===== src/rtl/multicycle_controller_pkg.sv =====
// Shared encodings for the multicycle RV32I control FSM: state codes, opcodes
// and the datapath select/operation encodings driven by the controller.
package riscv_ctrl_pkg;

  typedef logic [3:0] state_t;

  localparam state_t S_FETCH    = 4'd0;
  localparam state_t S_DECODE   = 4'd1;
  localparam state_t S_MEMADR   = 4'd2;
  localparam state_t S_MEMREAD  = 4'd3;
  localparam state_t S_MEMWB    = 4'd4;
  localparam state_t S_MEMWRITE = 4'd5;
  localparam state_t S_EXECR    = 4'd6;
  localparam state_t S_EXECI    = 4'd7;
  localparam state_t S_ALUWB    = 4'd8;
  localparam state_t S_JALR     = 4'd9;
  localparam state_t S_JAL      = 4'd10;
  localparam state_t S_BRANCH   = 4'd11;
  localparam state_t S_LUI      = 4'd12;
  localparam state_t S_ERROR    = 4'd13;

  localparam logic [6:0] OP_LOAD   = 7'b0000011;
  localparam logic [6:0] OP_STORE  = 7'b0100011;
  localparam logic [6:0] OP_RTYPE  = 7'b0110011;
  localparam logic [6:0] OP_ITYPE  = 7'b0010011;
  localparam logic [6:0] OP_BRANCH = 7'b1100011;
  localparam logic [6:0] OP_JAL    = 7'b1101111;
  localparam logic [6:0] OP_JALR   = 7'b1100111;
  localparam logic [6:0] OP_LUI    = 7'b0110111;

  typedef enum logic [2:0] {
    ALU_ADD = 3'b000, ALU_SUB = 3'b001, ALU_AND = 3'b010, ALU_OR = 3'b011,
    ALU_XOR = 3'b100, ALU_SLT = 3'b101, ALU_SLTU = 3'b110
  } alu_ctrl_e;

  typedef enum logic [2:0] {
    IMM_I = 3'b000, IMM_S = 3'b001, IMM_B = 3'b010, IMM_J = 3'b011, IMM_U = 3'b100
  } imm_src_e;

  typedef enum logic [1:0] {
    RES_ALUOUT = 2'b00, RES_DATA = 2'b01, RES_ALURESULT = 2'b10, RES_IMMEXT = 2'b11
  } result_src_e;

  typedef enum logic [1:0] {
    SRCA_PC = 2'b00, SRCA_OLDPC = 2'b01, SRCA_A = 2'b10
  } alu_src_a_e;

  typedef enum logic [1:0] {
    SRCB_B = 2'b00, SRCB_IMM = 2'b01, SRCB_FOUR = 2'b10
  } alu_src_b_e;

  function automatic logic [2:0] imm_src_for_op(input logic [6:0] op);
    case (op)
      OP_STORE:  return IMM_S;
      OP_BRANCH: return IMM_B;
      OP_JAL:    return IMM_J;
      OP_LUI:    return IMM_U;
      default:   return IMM_I;
    endcase
  endfunction

endpackage


===== src/rtl/multicycle_controller_if.sv =====
// Controller <-> datapath bundle; the datapath side is master, the controller slave.
interface multicycle_controller_if #(parameter int CNT_W = 32);
  logic [6:0]       op;
  logic [2:0]       funct3;
  logic [6:0]       funct7;
  logic             Zero;
  logic             MemReady;
  logic             PCWrite;
  logic             AdrSrc;
  logic             MemWrite;
  logic             IRWrite;
  logic             RegWrite;
  logic [1:0]       ResultSrc;
  logic [1:0]       ALUSrcA;
  logic [1:0]       ALUSrcB;
  logic [2:0]       ALUControl;
  logic [2:0]       ImmSrc;
  logic             Illegal;
  logic [CNT_W-1:0] InstRetired;

  modport master (
    output op, funct3, funct7, Zero, MemReady,
    input  PCWrite, AdrSrc, MemWrite, IRWrite, RegWrite, ResultSrc,
           ALUSrcA, ALUSrcB, ALUControl, ImmSrc, Illegal, InstRetired
  );

  modport slave (
    input  op, funct3, funct7, Zero, MemReady,
    output PCWrite, AdrSrc, MemWrite, IRWrite, RegWrite, ResultSrc,
           ALUSrcA, ALUSrcB, ALUControl, ImmSrc, Illegal, InstRetired
  );
endinterface


===== src/rtl/multicycle_controller_alu_decoder.sv =====
// Maps funct3/funct7[5] to an ALU operation; shifts are flagged unsupported.
module alu_decoder
  import riscv_ctrl_pkg::*;
(
  input  logic       i_is_rtype,
  input  logic [2:0] i_funct3,
  input  logic       i_funct7_5,
  output logic [2:0] o_alu_control,
  output logic       o_unsupported
);

  // funct3 decode; funct7[5] only selects sub for register-register ops
  always_comb begin
    o_alu_control = ALU_ADD;
    o_unsupported = 1'b0;
    case (i_funct3)
      3'b000: begin
        if (i_is_rtype && i_funct7_5) o_alu_control = ALU_SUB;
        else                          o_alu_control = ALU_ADD;
      end
      3'b111:  o_alu_control = ALU_AND;
      3'b110:  o_alu_control = ALU_OR;
      3'b100:  o_alu_control = ALU_XOR;
      3'b010:  o_alu_control = ALU_SLT;
      3'b011:  o_alu_control = ALU_SLTU;
      default: begin
        o_alu_control = ALU_ADD;
        o_unsupported = 1'b1;
      end
    endcase
  end

endmodule


===== src/rtl/multicycle_controller.sv =====
// Multicycle RV32I control FSM: Moore-decoded datapath controls, sticky
// illegal-instruction flag and a retired-instruction counter.
module multicycle_controller
  import riscv_ctrl_pkg::*;
#(
  parameter int CNT_W = 32
) (
  input  logic                   clk,
  input  logic                   rst,
  multicycle_controller_if.slave bus
);

  state_t           r_state;
  state_t           w_next_state;
  logic             r_illegal;
  logic [CNT_W-1:0] r_inst_retired;
  logic             w_pc_write, w_adr_src, w_mem_write, w_ir_write, w_reg_write;
  logic [1:0]       w_result_src, w_alu_src_a, w_alu_src_b;
  logic [2:0]       w_alu_control, w_imm_src, w_funct_alu;
  logic             w_funct_bad, w_is_rtype;

  assign w_is_rtype = (r_state == S_EXECR);

  alu_decoder u_alu_decoder (
    .i_is_rtype    (w_is_rtype),
    .i_funct3      (bus.funct3),
    .i_funct7_5    (bus.funct7[5]),
    .o_alu_control (w_funct_alu),
    .o_unsupported (w_funct_bad)
  );

  // Next-state and per-state control decode
  always_comb begin
    w_next_state  = r_state;
    w_pc_write    = 1'b0;
    w_adr_src     = 1'b0;
    w_mem_write   = 1'b0;
    w_ir_write    = 1'b0;
    w_reg_write   = 1'b0;
    w_result_src  = RES_ALUOUT;
    w_alu_src_a   = SRCA_PC;
    w_alu_src_b   = SRCB_B;
    w_alu_control = ALU_ADD;
    w_imm_src     = IMM_I;
    case (r_state)
      S_FETCH: begin
        w_alu_src_b  = SRCB_FOUR;
        w_result_src = RES_ALURESULT;
        w_ir_write   = bus.MemReady;
        w_pc_write   = bus.MemReady;
        if (bus.MemReady) w_next_state = S_DECODE;
        else              w_next_state = S_FETCH;
      end
      S_DECODE: begin
        w_alu_src_a = SRCA_OLDPC;
        w_alu_src_b = SRCB_IMM;
        w_imm_src   = imm_src_for_op(bus.op);
        case (bus.op)
          OP_LOAD, OP_STORE: w_next_state = S_MEMADR;
          OP_RTYPE:          w_next_state = S_EXECR;
          OP_ITYPE:          w_next_state = S_EXECI;
          OP_BRANCH:         w_next_state = S_BRANCH;
          OP_JAL:            w_next_state = S_JAL;
          OP_JALR:           w_next_state = S_JALR;
          OP_LUI:            w_next_state = S_LUI;
          default:           w_next_state = S_ERROR;
        endcase
      end
      S_MEMADR: begin
        w_alu_src_a = SRCA_A;
        w_alu_src_b = SRCB_IMM;
        if (bus.op == OP_STORE) begin
          w_imm_src    = IMM_S;
          w_next_state = S_MEMWRITE;
        end else begin
          w_imm_src    = IMM_I;
          w_next_state = S_MEMREAD;
        end
      end
      S_MEMREAD: begin
        w_adr_src = 1'b1;
        if (bus.MemReady) w_next_state = S_MEMWB;
        else              w_next_state = S_MEMREAD;
      end
      S_MEMWB: begin
        w_result_src = RES_DATA;
        w_reg_write  = 1'b1;
        w_next_state = S_FETCH;
      end
      S_MEMWRITE: begin
        w_adr_src   = 1'b1;
        w_mem_write = 1'b1;
        if (bus.MemReady) w_next_state = S_FETCH;
        else              w_next_state = S_MEMWRITE;
      end
      S_EXECR, S_EXECI: begin
        w_alu_src_a   = SRCA_A;
        w_alu_src_b   = (r_state == S_EXECI) ? SRCB_IMM : SRCB_B;
        w_alu_control = w_funct_alu;
        if (w_funct_bad) w_next_state = S_ERROR;
        else             w_next_state = S_ALUWB;
      end
      S_ALUWB: begin
        w_reg_write  = 1'b1;
        w_next_state = S_FETCH;
      end
      S_JALR: begin
        w_alu_src_a  = SRCA_A;
        w_alu_src_b  = SRCB_IMM;
        w_next_state = S_JAL;
      end
      S_JAL: begin
        // ALUOut already holds the target; ALU computes the link value OldPC+4
        w_alu_src_a  = SRCA_OLDPC;
        w_alu_src_b  = SRCB_FOUR;
        w_pc_write   = 1'b1;
        w_next_state = S_ALUWB;
      end
      S_BRANCH: begin
        w_alu_src_a  = SRCA_A;
        w_next_state = S_FETCH;
        case (bus.funct3)
          3'b000: begin w_alu_control = ALU_SUB; w_pc_write = bus.Zero;  end
          3'b001: begin w_alu_control = ALU_SUB; w_pc_write = ~bus.Zero; end
          3'b100: begin w_alu_control = ALU_SLT; w_pc_write = ~bus.Zero; end
          3'b101: begin w_alu_control = ALU_SLT; w_pc_write = bus.Zero;  end
          default: w_next_state = S_ERROR;
        endcase
      end
      S_LUI: begin
        w_imm_src    = IMM_U;
        w_result_src = RES_IMMEXT;
        w_reg_write  = 1'b1;
        w_next_state = S_FETCH;
      end
      S_ERROR: w_next_state = S_ERROR;
      default: w_next_state = S_ERROR;
    endcase
  end

  // State, sticky illegal flag and retire counter
  always_ff @(posedge clk or negedge rst) begin
    if (!rst) begin
      r_state        <= S_FETCH;
      r_illegal      <= 1'b0;
      r_inst_retired <= '0;
    end else begin
      r_state <= w_next_state;
      if (w_next_state == S_ERROR) r_illegal <= 1'b1;
      else                         r_illegal <= r_illegal;
      if ((w_next_state == S_FETCH) && (r_state != S_FETCH) && (r_state != S_ERROR))
        r_inst_retired <= r_inst_retired + {{(CNT_W-1){1'b0}}, 1'b1};
      else
        r_inst_retired <= r_inst_retired;
    end
  end

  assign bus.PCWrite     = w_pc_write  & rst;
  assign bus.IRWrite     = w_ir_write  & rst;
  assign bus.RegWrite    = w_reg_write & rst;
  assign bus.MemWrite    = w_mem_write & rst;
  assign bus.AdrSrc      = w_adr_src;
  assign bus.ResultSrc   = w_result_src;
  assign bus.ALUSrcA     = w_alu_src_a;
  assign bus.ALUSrcB     = w_alu_src_b;
  assign bus.ALUControl  = w_alu_control;
  assign bus.ImmSrc      = w_imm_src;
  assign bus.Illegal     = r_illegal;
  assign bus.InstRetired = r_inst_retired;

endmodule


===== src/flat_wrapper.sv =====
// flat-port wrapper written by rule: the top's interface ports become plain ports
module multicycle_controller_flat import riscv_ctrl_pkg::*;
#(
  parameter int CNT_W = 32
)
  (clk, rst, bus_op, bus_funct3, bus_funct7, bus_Zero, bus_MemReady, bus_PCWrite, bus_AdrSrc, bus_MemWrite, bus_IRWrite, bus_RegWrite, bus_ResultSrc, bus_ALUSrcA, bus_ALUSrcB, bus_ALUControl, bus_ImmSrc, bus_Illegal, bus_InstRetired);
  multicycle_controller_if #(.CNT_W(CNT_W)) bus_i ();
  input  logic clk;
  input  logic rst;
  input wire logic [$bits(bus_i.op)-1:0] bus_op;
  input wire logic [$bits(bus_i.funct3)-1:0] bus_funct3;
  input wire logic [$bits(bus_i.funct7)-1:0] bus_funct7;
  input wire logic [$bits(bus_i.Zero)-1:0] bus_Zero;
  input wire logic [$bits(bus_i.MemReady)-1:0] bus_MemReady;
  output wire logic [$bits(bus_i.PCWrite)-1:0] bus_PCWrite;
  output wire logic [$bits(bus_i.AdrSrc)-1:0] bus_AdrSrc;
  output wire logic [$bits(bus_i.MemWrite)-1:0] bus_MemWrite;
  output wire logic [$bits(bus_i.IRWrite)-1:0] bus_IRWrite;
  output wire logic [$bits(bus_i.RegWrite)-1:0] bus_RegWrite;
  output wire logic [$bits(bus_i.ResultSrc)-1:0] bus_ResultSrc;
  output wire logic [$bits(bus_i.ALUSrcA)-1:0] bus_ALUSrcA;
  output wire logic [$bits(bus_i.ALUSrcB)-1:0] bus_ALUSrcB;
  output wire logic [$bits(bus_i.ALUControl)-1:0] bus_ALUControl;
  output wire logic [$bits(bus_i.ImmSrc)-1:0] bus_ImmSrc;
  output wire logic [$bits(bus_i.Illegal)-1:0] bus_Illegal;
  output wire logic [$bits(bus_i.InstRetired)-1:0] bus_InstRetired;
  assign bus_i.op = bus_op;
  assign bus_i.funct3 = bus_funct3;
  assign bus_i.funct7 = bus_funct7;
  assign bus_i.Zero = bus_Zero;
  assign bus_i.MemReady = bus_MemReady;
  assign bus_PCWrite = bus_i.PCWrite;
  assign bus_AdrSrc = bus_i.AdrSrc;
  assign bus_MemWrite = bus_i.MemWrite;
  assign bus_IRWrite = bus_i.IRWrite;
  assign bus_RegWrite = bus_i.RegWrite;
  assign bus_ResultSrc = bus_i.ResultSrc;
  assign bus_ALUSrcA = bus_i.ALUSrcA;
  assign bus_ALUSrcB = bus_i.ALUSrcB;
  assign bus_ALUControl = bus_i.ALUControl;
  assign bus_ImmSrc = bus_i.ImmSrc;
  assign bus_Illegal = bus_i.Illegal;
  assign bus_InstRetired = bus_i.InstRetired;
  multicycle_controller #(.CNT_W(CNT_W)) u_core (.clk(clk), .rst(rst), .bus(bus_i));
endmodule

===== config.mk =====
export PLATFORM = sky130hd
export DESIGN_NAME = multicycle_controller_flat
export DESIGN_NICKNAME = d
export VERILOG_FILES = /design/src/rtl/multicycle_controller_pkg.sv /design/src/rtl/multicycle_controller_if.sv /design/src/rtl/multicycle_controller_alu_decoder.sv /design/src/rtl/multicycle_controller.sv /design/src/flat_wrapper.sv
export SDC_FILE = /design/constraint.sdc
export NUM_CORES = 1
export LEC_CHECK = 0
export ABC_AREA = 1
export CAP_MARGIN = 20
export CORE_MARGIN = 10
export CORE_UTILIZATION = 49
export CTS_CLUSTER_SIZE = 24
export DETAILED_ROUTE_END_ITERATION = 16
export PLACE_DENSITY = 0.8
export SLEW_MARGIN = 20
export SYNTH_ARGS = -nofsm -noshare
export SYNTH_HDL_FRONTEND = slang
export SYNTH_SLANG_ARGS = --single-unit

===== constraint.sdc =====
create_clock -name clk -period 2.15 [get_ports clk]
set_clock_uncertainty 0.15 [all_clocks]
set_input_delay 0.5375 -clock clk [delete_from_list [all_inputs] [get_ports clk]]
set_output_delay 0.5375 -clock clk [all_outputs]
set_load 0.02 [all_outputs]

==> results by group <==
Timing
  • Final Cycle Share: 1.04
  • Max transition margin: 0.689
  • Final Hold Vio Count: 0
  • Slew @ Worst Pin: around 0.47 ns
  • Fin crit period: about 2.2 ns
  • Final WS setup: -0.0893 ns
  • Finish-stage setup viols: 41
  • Final Max Tran Viols: 0
  • RSZ-0062 raised after global routing: yes
  • Max Freq: 447 MHz

Route
  • DRT iter0 DRCs: 368
  • # DRC: 0
  • Wirelength per Cell: 15.4 um
  • Final antenna-violating net count: 0
  • DR pass1 iterations: 6
  • Via count: 3280
  • Vias per cell: ~5.4
  • WL final: 9.46 mm

Final layout
  • Final Net Count: 561
  • Most frequent cells in the layout: nand2_1 (170), buf_4 (54), dfrtp_1 (35)
  • Fin util: 0.762
  • Layout area overhead: 52.1%
  • Antenna diode count: 0
  • Fraction of layout instances using a drive strength above 1: 0.293
  • Finished Cell Area: between 0.004 and 0.005 mm^2
  • Most common cell after layout, fill and taps aside: nand2_1

Status
  • Failing checks: setup timing
  • Status: finished with violations

Power and ir drop
  • Cell Pwr Density: 308 mW/mm^2
  • P_leak: 2.15 nW
  • Clock share of power: 0.373
  • Flop pwr share: 0.545
  • Internal power: 0.963 mW
  • Maximum VDD drop: approximately 0.00034 V
  • Switching Fraction: 0.246
  • Power share of the combinational group: 0.082
  • Psw: 0.314 mW
  • Design Power: 1.28 mW

Die
  • Die Span Y: 94.6 um
  • IO Pins: 71
  • # rows: 27
  • Die area: approximately 0.0089 mm^2
  • Initial core utilization: 0.501
  • Die width: 94.6 um
  • Core Region: 0.00544 mm^2

Place
  • GPL Wtd Cong: ~0.95
  • Post-DP HPWL: 6.54 mm
  • Port Buffers: 64
  • Placed Area: 0.00377 mm^2

Synthesis
  • Synthesized Nets: 441
  • Number of synthesized register bits: 37
  • Syn Inst Count: 419
  • Post-Syn Area: 0.00272 mm^2
  • Synth unique cells: 29
  • Avg Cell Area, Syn: 6.50 um^2
  • Warnings, synthesis: 0
  • Sequential share of the synthesized area: 0.340

Worst setup path
  • CP endpoint kind: output pin
  • Crit path kind: reg2out
  • CP Buf/Inv Count: 3
  • Critical Path Fanout Max: 4
  • Crit-path cells: inv_2, buf_6, nand2_4, nor2_4, nand2_2, o211ai_1, buf_4
  • Crit start category: register
  • Critical path's top delay family: flip-flops
  • Largest stage delay on the critical path: ~0.43 ns
  • Worst path required time: 1.46 ns
  • Crit path DAT: 1.55 ns
  • Crit-path slowest cell: dfrtp_1

Clock network
  • H-tree Lvls: 2
  • Maximum clock path buffer count: 2
  • Root buf cell: clkbuf_8
  • TritonCTS clock tree: yes
  • Clock Pin Slew Worst Setup and Hold Paths: 0.07 ns
  • CTS sink cnt: 37
  • Num CTS Buffers: 5
  • Clk Latency, worst-skew pair: 0.29 ns

GRT
  • Global-route wire length before repair: between 10 and 15 mm
  • Total track usage: 0.190
  • Vias in the first global route: 3025
  • Pin count of the biggest net entering global routing: 38
  • Initial antenna violation count: 0
  • Grt ovf: 0

Job
  • Max-cap violations: 0

Worst hold path
  • HP Class: in2async
-- power by group through the flow --
stage	clock, mW	sequential, mW	combinational [mW]
global route	0.512	0.695	0.115
finish	0.477	0.695	0.105
CTS	0.481	0.695	0.0964
global placement	0	0.709	0.0856
floorplan	0	0.709	0.0205
detailed placement	0	0.709	0.0890
-- timing repair --
item / in CTS / in global routing
endpoints found under the setup margin: 50 / 56
gates resized for setup: 127 / 63
hold buffers: 0 / 0
buffers inserted: 4 / 4
gates cloned: 0 / 1
pin swaps: 15 / 20
-- cells by family (layout without fill, tap and decap cells) --
kind of cell	count (synthesis)	in the layout	share of synthesized area
AND/OR/NAND/NOR	289	289	0.442
buffers and inverters	46	167	0.0799
flip-flops	37	37	0.340
XOR/XNOR	31	31	0.0997
AO/OA/AOI/OAI	15	15	0.0335
adder cells (fa/ha/maj)	1	1	0.00459
-- synth_stat cells --
cell type    n  area, um^2
xnor2_1     12         105
o21ai_1      1        5.00
nor3_2       1        10.0
ha_1         1        12.5
buf_6        6        67.6
and2_1       1        6.26
or2_2        1        6.26
a211oi_1     1        7.51
nor2_4       1        11.3
inv_1       29         109
a21oi_1      4        20.0
nor2_1      44         165
dfrtp_1     37         926
o2111ai_1    1        8.76
o211ai_1     3        22.5
xor2_1      19         166
nand2_1    184         691
nor3b_1      1        7.51
a31oi_1      1        6.26
nand4_1      7        43.8
nor4_1       3        18.8
nand3_2      1        10.0
nor3_1      19        95.1
nor2_2       6        37.5
o21ai_0      3        15.0
nand2_2      2        12.5
inv_2       11        41.3
o22ai_1      1        6.26
nand3_1     18        90.1
-- sequential cells by signal, summed over array words and instances (netlist names) --
| name | cells |
|---|---|
| u_core.r_state | 4 |
| u_core.bus.InstRetired | 32 |
| u_core.bus.Illegal | 1 |
-- layer usage --
layer	GRT usage	share of wire
met5	0	0
met4	0.0574	0.024
met3	0.0468	0.089
met1	0.231	0.39
met2	0.322	0.50
-- final timing paths --
check | from | to | slack [ns] | depth (start not counted)
worst min-delay path | rst | u_core.bus.InstRetired[25]$_DFFE_PN0P_ | 0.18 | 2
min in group clk | u_core.bus.Illegal$_DFFE_PN0N_ | u_core.bus.Illegal$_DFFE_PN0N_ | 0.32 | 2
worst max-delay path | u_core.r_state[3]$_DFF_PN0_ | bus_ALUControl[0] | -0.09 | 7
worst min register to register | u_core.bus.Illegal$_DFFE_PN0N_ | u_core.bus.Illegal$_DFFE_PN0N_ | 0.32 | 2
worst max register to register | u_core.r_state[1]$_DFF_PN0_ | u_core.bus.InstRetired[4]$_DFFE_PN0P_ | -0.05 | 14
max in group asynchronous | rst | u_core.r_state[2]$_DFF_PN0_ | 1.31 | 2
-- through the flow --
step	setup TNS (ns)	instances	hold slack [ns]	setup WS, ns
finish	-1.28	612	0.184	-0.0893
global route	-5.85	612	0.219	-0.169
CTS	-0.233	607	0.204	-0.0929
detailed placement	-25.86	595	0.304	-0.823
global placement	-22.00	595	0.303	-0.755
floorplan	0	419	0.0919	0.0467
-- final cells by class --
type	instances	area, um^2
Clock buffer	5	68.8
Timing Repair Buffer	119	1070
Multi-Input combinational cell	336	1810
Tap cell	72	90.1
Fill cell	387	1300
Sequential cell	37	928
Clock inverter	3	17.5
Inverter	40	153
Note: power is estimated with default switching activity, not from simulation.
